==> config.mk <==
export PLATFORM = sky130hd
export DESIGN_NAME = plic_mt_core
export DESIGN_NICKNAME = d
export VERILOG_FILES = /design/src/rtl/plic_mt_pkg.sv /design/src/rtl/plic_gateway.sv /design/src/rtl/plic_mt_core.sv
export SDC_FILE = /design/constraint.sdc
export NUM_CORES = 1
export LEC_CHECK = 0
export BUFFER_PORTS_ARGS = -buffer_cell sky130_fd_sc_hd__buf_2
export CORE_MARGIN = 5
export CORE_UTILIZATION = 52
export CTS_BUF_LIST = sky130_fd_sc_hd__clkbuf_8
export DETAILED_ROUTE_END_ITERATION = 8
export HOLD_SLACK_MARGIN = 0.12
export PLACE_DENSITY = 0.77
export SETUP_SLACK_MARGIN = 0.1
export SYNTH_ARGS = -nofsm -noshare
export SYNTH_HDL_FRONTEND = slang
export SYNTH_SLANG_ARGS = --single-unit
export TNS_END_PERCENT = 30
==> constraint.sdc <==
create_clock -name clk_i -period 69 [get_ports clk_i]
set_clock_uncertainty 0.1 [all_clocks]
set_input_delay 20.7 -clock clk_i [delete_from_list [all_inputs] [get_ports clk_i]]
set_output_delay 20.7 -clock clk_i [all_outputs]
set_load 0.01 [all_outputs]
==> src/rtl/plic_mt_pkg.sv <==
// Shared types, defaults and helpers for the multi-target PLIC core.
package plic_mt_pkg;

  typedef enum logic [1:0] {
    IDLE = 2'd0,
    PEND = 2'd1,
    SERV = 2'd2
  } gw_state_e;

  localparam int DEF_NUM_SRC    = 31;
  localparam int DEF_NUM_TGT    = 2;
  localparam int DEF_PRIO_WIDTH = 3;
  localparam int DEF_EDGE_CNT_W = 2;

  // Id 0 is reserved for "no source", hence the +1.
  function automatic int id_width(input int num_src);
    return $clog2(num_src + 1);
  endfunction

endpackage

==> src/rtl/plic_gateway.sv <==
// Per-source gateway: level/edge qualification, saturating edge count and
// the IDLE/PEND/SERV handshake with the claim/complete decode.
module plic_gateway
  import plic_mt_pkg::*;
#(
  parameter int EDGE_CNT_W = DEF_EDGE_CNT_W
) (
  input  logic clk_i,
  input  logic rst_i,
  input  logic irq_i,
  input  logic trig_mode_i,
  input  logic claim_hit,
  input  logic comp_hit,
  output logic ip,
  output logic ip_nxt
);

  localparam logic [EDGE_CNT_W-1:0] CNT_MAX = '1;

  gw_state_e             state_q, state_d;
  logic                  prev_q, prev_d;
  logic [EDGE_CNT_W-1:0] cnt_q, cnt_d;
  logic                  rise;
  logic                  dec;

  always_comb begin
    state_d = state_q;
    prev_d  = irq_i;
    cnt_d   = cnt_q;
    rise    = irq_i & ~prev_q;
    dec     = 1'b0;

    unique case (state_q)
      IDLE: begin
        if (trig_mode_i) begin
          if (cnt_q != '0) begin
            state_d = PEND;
            dec     = 1'b1;
          end
        end else if (irq_i) begin
          state_d = PEND;
        end
      end
      PEND:    if (claim_hit) state_d = SERV;
      SERV:    if (comp_hit)  state_d = IDLE;
      default: state_d = IDLE;
    endcase

    // An edge arriving with a decrement cancels out, even at saturation.
    if (!trig_mode_i) begin
      cnt_d = '0;
    end else if (rise && !dec) begin
      if (cnt_q != CNT_MAX) cnt_d = cnt_q + EDGE_CNT_W'(1);
    end else if (!rise && dec) begin
      cnt_d = cnt_q - EDGE_CNT_W'(1);
    end
  end

  always_ff @(posedge clk_i) begin
    if (rst_i) begin
      state_q <= IDLE;
      prev_q  <= 1'b0;
      cnt_q   <= '0;
    end else begin
      state_q <= state_d;
      prev_q  <= prev_d;
      cnt_q   <= cnt_d;
    end
  end

  assign ip     = (state_q == PEND);
  assign ip_nxt = (state_d == PEND);

endmodule

==> src/rtl/plic_mt_core.sv <==
// Multi-target PLIC core: gateways per source, claim/complete decode and
// registered per-target arbitration fed from next-state pending bits.
module plic_mt_core
  import plic_mt_pkg::*;
#(
  parameter  int NUM_SRC    = DEF_NUM_SRC,
  parameter  int NUM_TGT    = DEF_NUM_TGT,
  parameter  int PRIO_WIDTH = DEF_PRIO_WIDTH,
  parameter  int EDGE_CNT_W = DEF_EDGE_CNT_W,
  localparam int ID_W       = id_width(NUM_SRC)
) (
  input  logic                          clk_i,
  input  logic                          rst_i,
  input  logic [NUM_SRC-1:0]            irq_i,
  input  logic [NUM_SRC-1:0]            trig_mode_i,
  input  logic [NUM_SRC*PRIO_WIDTH-1:0] prio_i,
  input  logic [NUM_TGT*NUM_SRC-1:0]    ie_i,
  input  logic [NUM_TGT*PRIO_WIDTH-1:0] thold_i,
  input  logic [NUM_TGT-1:0]            claim_i,
  input  logic [NUM_TGT-1:0]            comp_i,
  input  logic [NUM_TGT*ID_W-1:0]       comp_id_i,
  output logic [NUM_SRC-1:0]            ip_o,
  output logic [NUM_TGT*ID_W-1:0]       claim_id_o,
  output logic [NUM_TGT-1:0]            irq_o
);

  logic [NUM_SRC-1:0]            claim_hit;
  logic [NUM_SRC-1:0]            comp_hit;
  logic [NUM_SRC-1:0]            ip_cur;
  logic [NUM_SRC-1:0]            ip_nxt;
  logic [NUM_TGT-1:0][ID_W-1:0]  claim_id_q, claim_id_d, claim_id_m;
  logic [NUM_TGT-1:0]            irq_q, irq_d;

  for (genvar k = 0; k < NUM_SRC; k++) begin : g_gw
    plic_gateway #(.EDGE_CNT_W(EDGE_CNT_W)) u_gw (
      .clk_i       (clk_i),
      .rst_i       (rst_i),
      .irq_i       (irq_i[k]),
      .trig_mode_i (trig_mode_i[k]),
      .claim_hit   (claim_hit[k]),
      .comp_hit    (comp_hit[k]),
      .ip          (ip_cur[k]),
      .ip_nxt      (ip_nxt[k])
    );
  end

  // Claims use the masked ids, so a losing target can never hit a source.
  always_comb begin
    claim_hit = '0;
    comp_hit  = '0;
    for (int t = 0; t < NUM_TGT; t++) begin
      for (int k = 0; k < NUM_SRC; k++) begin
        if (claim_i[t] && claim_id_m[t] == ID_W'(k + 1))
          claim_hit[k] = 1'b1;
        if (comp_i[t] && comp_id_i[t*ID_W +: ID_W] == ID_W'(k + 1) &&
            ie_i[t*NUM_SRC + k])
          comp_hit[k] = 1'b1;
      end
    end
  end

  for (genvar t = 0; t < NUM_TGT; t++) begin : g_arb
    logic [PRIO_WIDTH-1:0] best_prio;
    logic [ID_W-1:0]       best_id;
    logic [ID_W-1:0]       masked_id;

    // Strict compare keeps the lowest id on ties; prio 0 never qualifies.
    always_comb begin
      best_prio = '0;
      best_id   = '0;
      for (int k = 0; k < NUM_SRC; k++) begin
        if (ip_nxt[k] && ie_i[t*NUM_SRC + k] &&
            prio_i[k*PRIO_WIDTH +: PRIO_WIDTH] > best_prio) begin
          best_prio = prio_i[k*PRIO_WIDTH +: PRIO_WIDTH];
          best_id   = ID_W'(k + 1);
        end
      end
    end

    always_comb begin
      masked_id = claim_id_q[t];
      for (int j = 0; j < t; j++) begin
        if (claim_i[j] && claim_id_q[j] != '0 && claim_id_q[j] == claim_id_q[t])
          masked_id = '0;
      end
    end

    assign claim_id_d[t] = best_id;
    assign irq_d[t]      = (best_id != '0) &&
                           (best_prio > thold_i[t*PRIO_WIDTH +: PRIO_WIDTH]);
    assign claim_id_m[t] = masked_id;
  end

  always_ff @(posedge clk_i) begin
    if (rst_i) begin
      claim_id_q <= '0;
      irq_q      <= '0;
    end else begin
      claim_id_q <= claim_id_d;
      irq_q      <= irq_d;
    end
  end

  assign ip_o       = ip_cur;
  assign claim_id_o = claim_id_m;
  assign irq_o      = irq_q;

endmodule

==> results of run 1 <==
==> worst min path at each step <==
stage	cells past startpoint	end
after floorplan	2	g_gw[2].u_gw.state_q[1]
after global placement	2	g_gw[2].u_gw.state_q[1]
after detailed placement	2	g_gw[10].u_gw.cnt_q[1]
after CTS	2	g_gw[10].u_gw.cnt_q[1]
after global routing	2	g_gw[28].u_gw.cnt_q[1]
final	2	g_gw[19].u_gw.cnt_q[1]
==> power by group through the flow <==
stage	clock [mW]	combinational (mW)	sequential, mW
2_1_floorplan	0	0.333	0.112
3_3_place_gp	0	0.430	0.119
3_5_place_dp	0	0.442	0.119
4_1_cts	0.0731	0.445	0.116
5_1_grt	0.0774	0.504	0.118
6_report	0.0726	0.458	0.118
==> layout by cell type, fill, tap and decap left out, types with 35 or more instances in the layout <==
master,count
inv_1,109
o211ai_1,41
o21a_1,38
nand2_1,268
nand3_1,113
nor3_1,68
o21ai_0,178
a31oi_1,48
dfxtp_1,167
a21oi_1,242
nand2b_1,75
nor3b_1,35
and2_1,56
nor2b_1,140
nor2_1,342
buf_2,280
ha_1,96
==> synthesized netlist by cell type, types with 38 or more instances <==
cell type / count
nand2_1: 268
dfxtp_1: 167
nor2_1: 342
ha_1: 96
nand2b_1: 75
o21ai_0: 178
clkbuf_1: 58
o21a_1: 38
o211ai_1: 41
nor3_1: 68
a31oi_1: 48
a21oi_1: 242
and2_1: 56
nor2b_1: 140
inv_1: 109
nand3_1: 113
==> cell type report <==
cell class	count	area share [%]
flip-flops and latches	167	16.7
multi-input cells	2273	68.9
clock inverters	13	0.668
repair buffers	290	7.37
clock buffers	19	1.31
well taps	455	2.84
inverters	109	2.04
diodes	11	0.137
==> routing by layer <==
metal / track usage (%) / wire [um] / part of all wire, % / vias to the layer above
met1: 45.2 / 28400 / 41 / 9993
li1: - / - / - / 10152
met3: 6.50 / 7250 / 10 / 240
met2: 54.8 / 30800 / 44 / 1196
met5: 0 / 47 / 0.067 / -
met4: 15.0 / 3600 / 5.1 / 6
==> cell families (layout without fill, tap and decap cells) <==
group                      Yosys count  count (layout)  share of synthesized area (%)
buffers and inverters              212             431                           5.20
AOI/OAI and AO/OA                  873             873                           31.6
muxes                               49              49                           2.97
adders and majority gates          126             126                           8.30
xor gates and xnor gates            11              11                          0.533
other                                0              11                              0
DFF                                167             167                           18.5
and+or+nand+nor                   1214            1214                           32.9
==> sequential cells by signal (all words and copies together) (netlist names) <==
name,flops
g_gw.u_gw.cnt_q,62
g_gw.u_gw.state_q,62
g_gw.u_gw.prev_q,31
claim_id_q,5
g_arb.masked_id,5
irq_o,2
==> stage by stage <==
step                      util [%]  worst slack [ns]
after detailed placement      56.9              3.48
after global placement        56.9              4.01
after CTS                     58.0              3.87
after global routing          58.1             0.221
after floorplan                  -              9.09
final                         58.1              3.18
==> worst max-delay path: cells and delay by family <==
family	cells	cell delay (ns)
AO/OA/AOI/OAI	88	18.78
adder cells (fa/ha/maj)	36	10.07
buffers and inverters	6	0.56
multiplexers	18	6.98
AND/OR/NAND/NOR	56	8.98
==> impl_metrics.csv, run 1 <==
group,metric,value,unit
worst_setup_path,arrival,66.15,ns
sta,setup_viol,0,
sta,finalCriticalPeriod,65.82,ns
finish,stdcell_area,0.0200,mm^2
logic_synthesis,ys_seq_area_share,18.5,%
flow_run,drv_cap,0,
die,die_w,197,um
global_routing,grt_pass1_vias,19964,
power,power_density,32.4,mW/mm^2
worst_setup_path,start_kind,"primary input",
clocking,clkLatencyLatePin,0.50,ns
power,p_clk_share,11.2,%
logic_synthesis,synth_edf_count,0,
power,peakVddDrop,0.0211,mV
worst_setup_path,cp-startpoint,"claim_i[0]",
power,p_sw,0.336,mW
clocking,holdBufCountCts,0,
worst_setup_path,worstPathMaxFanout,9,
clocking,clk_pin_slew,0.10,ns
global_routing,grt_overflow_total,0,
sta,max_freq,15.2,MHz
route,drt-pass1-iter-count,7,
logic_synthesis,yosys.area.top_type_share,18.5,%
finish,multi_input_area,0.0138,mm^2
logic_synthesis,synthArstFlopShare,0,%
finish,fillers,3314,
clocking,h-tree-depth,4,
logic_synthesis,syn_nets,2987,
placement,gp_congestion,1.03,
clocking,cts_setup_buffers,0,
placement,hpwl,57900,um
route,ant_nets,0,
clocking,ctsResizeCount,0,
die,die-area,0.0386,mm^2
power,total_power,0.648,mW
route,vias_per_cell,6.47,
placement,placed_area,0.0196,mm^2
worst_setup_path,r2r-start,"g_arb[0].masked_id[0]",
clocking,cts-buffers-inserted,17,
worst_setup_path,required,69.32,ns
finish,fin_nets,3193,
sta,worst_pin_slew,1.21,ns
logic_synthesis,syn_area_per_cell,6.82,um^2
route,num_vias,21587,
finish,layout-drive-gt1-share,13.8,%
worst_setup_path,rr_endpoint,"irq_o[0]",
die,core_region_area,0.0345,mm^2
power,internal_power,0.312,mW
worst_setup_path,worst_path_max_delay_cell,"o2111ai_1",
power,swShare,51.9,%
sta,hold_slack,0.410,ns
hold_path,hold_start,"g_gw[19].u_gw.cnt_q[1]",
sta,period_share,95.4,%
power,combPwrFrac,70.7,%
logic_synthesis,syn_area,0.0181,mm^2
logic_synthesis,synthTopCellsByArea,"dfxtp_1, nor2_1, a21oi_1, ha_1, nand2_1",
global_routing,grt_max_degree,100,
worst_setup_path,crit_type,"primary input to register",
route,wl_per_cell,21.0,um
sta,drv_slew,0,
die,start_util,52.5,%
worst_setup_path,endpoint,"irq_o[0]",
worst_setup_path,reg2reg_slack,22.62,ns
finish,ff_latch_area,0.00334,mm^2
status,outcome,"completed",
finish,fin_cells,3337,
die,boundaryPins,282,
worst_setup_path,path_common_cell,"ha_1",
clocking,cts_tree,"done",
clocking,cts_sinks,167,
logic_synthesis,ys.flop_type,"dfxtp_1",
worst_setup_path,crit_path_end_kind,"register",
sta,relSlewSlack,18.4,%
logic_synthesis,synth.distinct_cells,92,
clocking,cts_root_buf,"clkbuf_8",
logic_synthesis,synth_top_area_cell,"dfxtp_1",
logic_synthesis,yosysWarnings,0,
hold_path,hp-class,"register to register",
sta,rsz0062_at_grt,"no",
clocking,clockBufferDepth,2,
sta,finalHoldViolations,0,
global_routing,grt_use_total,34.3,%
power,p_leak,8.30,nW
die,rows,68,
sta,fin_tns_setup,0,ns
die,die_height,197,um
logic_synthesis,syn_inst,2652,
route,drt_iter0_markers,2485,
logic_synthesis,synth-seq-cells,167,
finish,area_delta_synth_final,10.7,%
worst_setup_path,worst_path_largest_cell_delay,0.53,ns
power,seqPwrFrac,18.1,%
route,wirelength,70200,um
placement,dp_cells,3294,
placement,port_buffers,281,
global_routing,grt_first_pass_wirelength,107000,um
worst_setup_path,reg2regPathDepth,203,
route,drcViolationCount,0,
global_routing,antenna_found_initial,10,
Note: power is estimated with default switching activity, not from simulation.
==> run 2, diff against run 1 <==
SYNTH_HIERARCHICAL = 1   (was default)
==> run 2 against run 1 <==
Net effect:
- sequential share of layout area shrank 0.34 points
- first-iteration DRC count shrank 9.0%
- combinational power shrank 17%
- die area grew 0.78%
- flip-flop and latch count is the same
- power shrank 12%
- global-route usage shrank 1.5 points
- critical endpoint unchanged
- highest routed layer unchanged
==> impl_metrics.csv, run 2 <==
group,metric,value,unit
worst_setup_path,required,69.33,ns
clocking,h-tree-depth,4,
logic_synthesis,syn_area_per_cell,7.11,um^2
placement,hpwl,55200,um
worst_setup_path,path_buf_inv,4,
logic_synthesis,ys.flop_type,"dfxtp_1",
power,peakVddDrop,0.0168,mV
sta,relSlewSlack,12.3,%
sta,period_share,93.7,%
worst_setup_path,crit_family,"compound AO/OA/AOI/OAI gates",
logic_synthesis,syn_area,0.0182,mm^2
die,boundaryPins,282,
global_routing,grt_first_pass_wirelength,103000,um
logic_synthesis,synth-seq-cells,167,
power,total_power,0.571,mW
worst_setup_path,path_common_cell,"ha_1",
finish,layout_commonest_cell,"nor2_1",
placement,gp_congestion,1.03,
finish,fin_util,59.2,%
worst_setup_path,crit_type,"primary input to register",
die,die_w,197,um
logic_synthesis,yosysWarnings,6,
sta,drv_slew,0,
sta,setup_slack,4.33,ns
finish,fillers,3318,
worst_setup_path,arrival,65.00,ns
sta,fin_tns_setup,0,ns
worst_setup_path,worst_path_largest_cell_delay,0.89,ns
die,die-area,0.0389,mm^2
route,wl_per_cell,20.5,um
logic_synthesis,synthArstFlopShare,0,%
logic_synthesis,synth_common_cells,"nor2_1, nand2_1, nand3_1",
finish,layout_common_cells,"nor2_1, buf_2, nand2_1, nand3_1, dfxtp_1",
sta,finalHoldViolations,0,
finish,reg_top3,"g_gw.u_gw/cnt_q (62), g_gw.u_gw/state_q (62), g_gw.u_gw/prev_q (31)",
global_routing,grt_pass1_vias,19520,
route,drcViolationCount,0,
sta,hold_slack,0.403,ns
placement,dp_cells,3255,
clocking,clk_pin_slew,0.11,ns
die,core_region_area,0.0345,mm^2
power,power_density,27.9,mW/mm^2
route,num_vias,21184,
logic_synthesis,synthTopCellsByArea,"dfxtp_1, nor2_1, ha_1, nand2_1, nor2b_1",
clocking,clkLatencyLatePin,0.51,ns
finish,area_delta_synth_final,12.1,%
route,drt-pass1-iter-count,6,
logic_synthesis,ys_seq_area_share,18.3,%
clocking,cts_root_buf,"clkbuf_8",
sta,rsz0062_at_grt,"no",
global_routing,grt_max_degree,72,
worst_setup_path,worstPathMaxFanout,11,
global_routing,grt_use_total,32.8,%
route,vias_per_cell,6.42,
logic_synthesis,yosysMostFrequentCell,"nor2_1",
clocking,ctsResizeCount,0,
finish,fin_cells,3299,
worst_setup_path,crit_path_end_kind,"register",
placement,port_buffers,281,
clocking,cts-buffers-inserted,17,
sta,setup_viol,0,
status,outcome,"completed",
clocking,holdBufCountCts,0,
route,wirelength,67700,um
finish,layout-drive-gt1-share,16.6,%
sta,max_freq,15.5,MHz
global_routing,antenna_found_initial,12,
clocking,cts_setup_buffers,0,
logic_synthesis,synth_edf_count,0,
worst_setup_path,worst_path_max_delay_cell,"a311oi_1",
sta,worst_pin_slew,1.31,ns
logic_synthesis,synth.distinct_cells,107,
logic_synthesis,yosys.area.top_type_share,18.3,%
logic_synthesis,synth_top_area_cell,"dfxtp_1",
placement,dp_worst_setup_slack,4.68,ns
flow_run,drv_cap,0,
power,p_leak,8.98,nW
die,die_height,197,um
route,drt_iter0_markers,2261,
die,rows,68,
placement,placed_area,0.0200,mm^2
worst_setup_path,start_kind,"primary input",
logic_synthesis,syn_inst,2564,
clocking,cts_tree,"done",
clocking,cts_sinks,167,
global_routing,grt_overflow_total,0,
route,ant_nets,0,
hold_path,hp-class,"register to register",
clocking,clockBufferDepth,2,
die,start_util,52.8,%
finish,fin_nets,3137,
finish,stdcell_area,0.0205,mm^2
sta,finalCriticalPeriod,64.67,ns
logic_synthesis,syn_nets,2882,
==> run 2: changes by cell type after synthesis, moves of 33 or more <==
cell      change
a21oi_1     -117
o21ai_0      -77
and3_1       +58
nand3_1      +55
a21oi_2      +34
nor2_1       +34
nor3_1       -33
o2111a_1     +33
==> run 2: path summary, 6_finish.rpt <==
path                          from  slack, ns  cells past startpoint                     to
max                     claim_i[0]       4.33                    205               irq_o[0]
min          g_gw[5].u_gw/cnt_q[1]       0.40                      2  g_gw[5].u_gw/cnt_q[1]
max reg2reg  g_arb[0].masked_id[0]      23.23                    209               irq_o[0]
min reg2reg  g_gw[5].u_gw/cnt_q[1]       0.40                      2  g_gw[5].u_gw/cnt_q[1]
==> run 2: cells by family (layout without fill, tap and decap cells) <==
family	count (synthesis)	after routing	synth area share, %
fa+ha+maj	95	95	6.30
compound gates	778	778	31.8
simple gates	1349	1349	37.9
buf+inv	132	399	3.07
mux	39	39	2.35
flops	167	167	18.3
other cells	0	13	0
xor+xnor	4	4	0.192
==> run 2: layer usage <==
layer | GRT usage (%) | up-vias | routed length (um)
met5 | 0 | - | 53
met4 | 14.5 | 8 | 3050
met3 | 6.55 | 200 | 6450
met2 | 51.6 | 1066 | 29800
met1 | 43.6 | 9872 | 28400
li1 | - | 10038 | -
==> run 2: power breakdown <==
group	switching (mW)	internal, mW	leakage (nW)
clock network	0.0470	0.0308	0.203
registers	0.0104	0.104	1.37
logic	0.228	0.150	7.41
==> run 2: layout make-up <==
| cell class | count | area (um^2) | area share [%] |
|---|---|---|---|
| sequential | 167 | 3340 | 16.3 |
| clock buffer | 17 | 234 | 1.14 |
| timing repair buffer | 285 | 1440 | 7.04 |
| inverter | 83 | 312 | 1.52 |
| multi-input combinational | 2265 | 14300 | 70.1 |
| clock inverter | 14 | 186 | 0.912 |
| tap | 455 | 569 | 2.78 |
| antenna | 13 | 32.5 | 0.159 |
==> run 2: worst register-to-register path: cells and delay by family (launching register included) <==
family / cells / cell delay (ns)
AOI/OAI and AO/OA: 83 / 18.09
and+or+nand+nor: 78 / 13.51
adders and majority gates: 37 / 10.27
muxes: 8 / 2.94
DFF: 1 / 0.55
buffers and inverters: 3 / 0.28
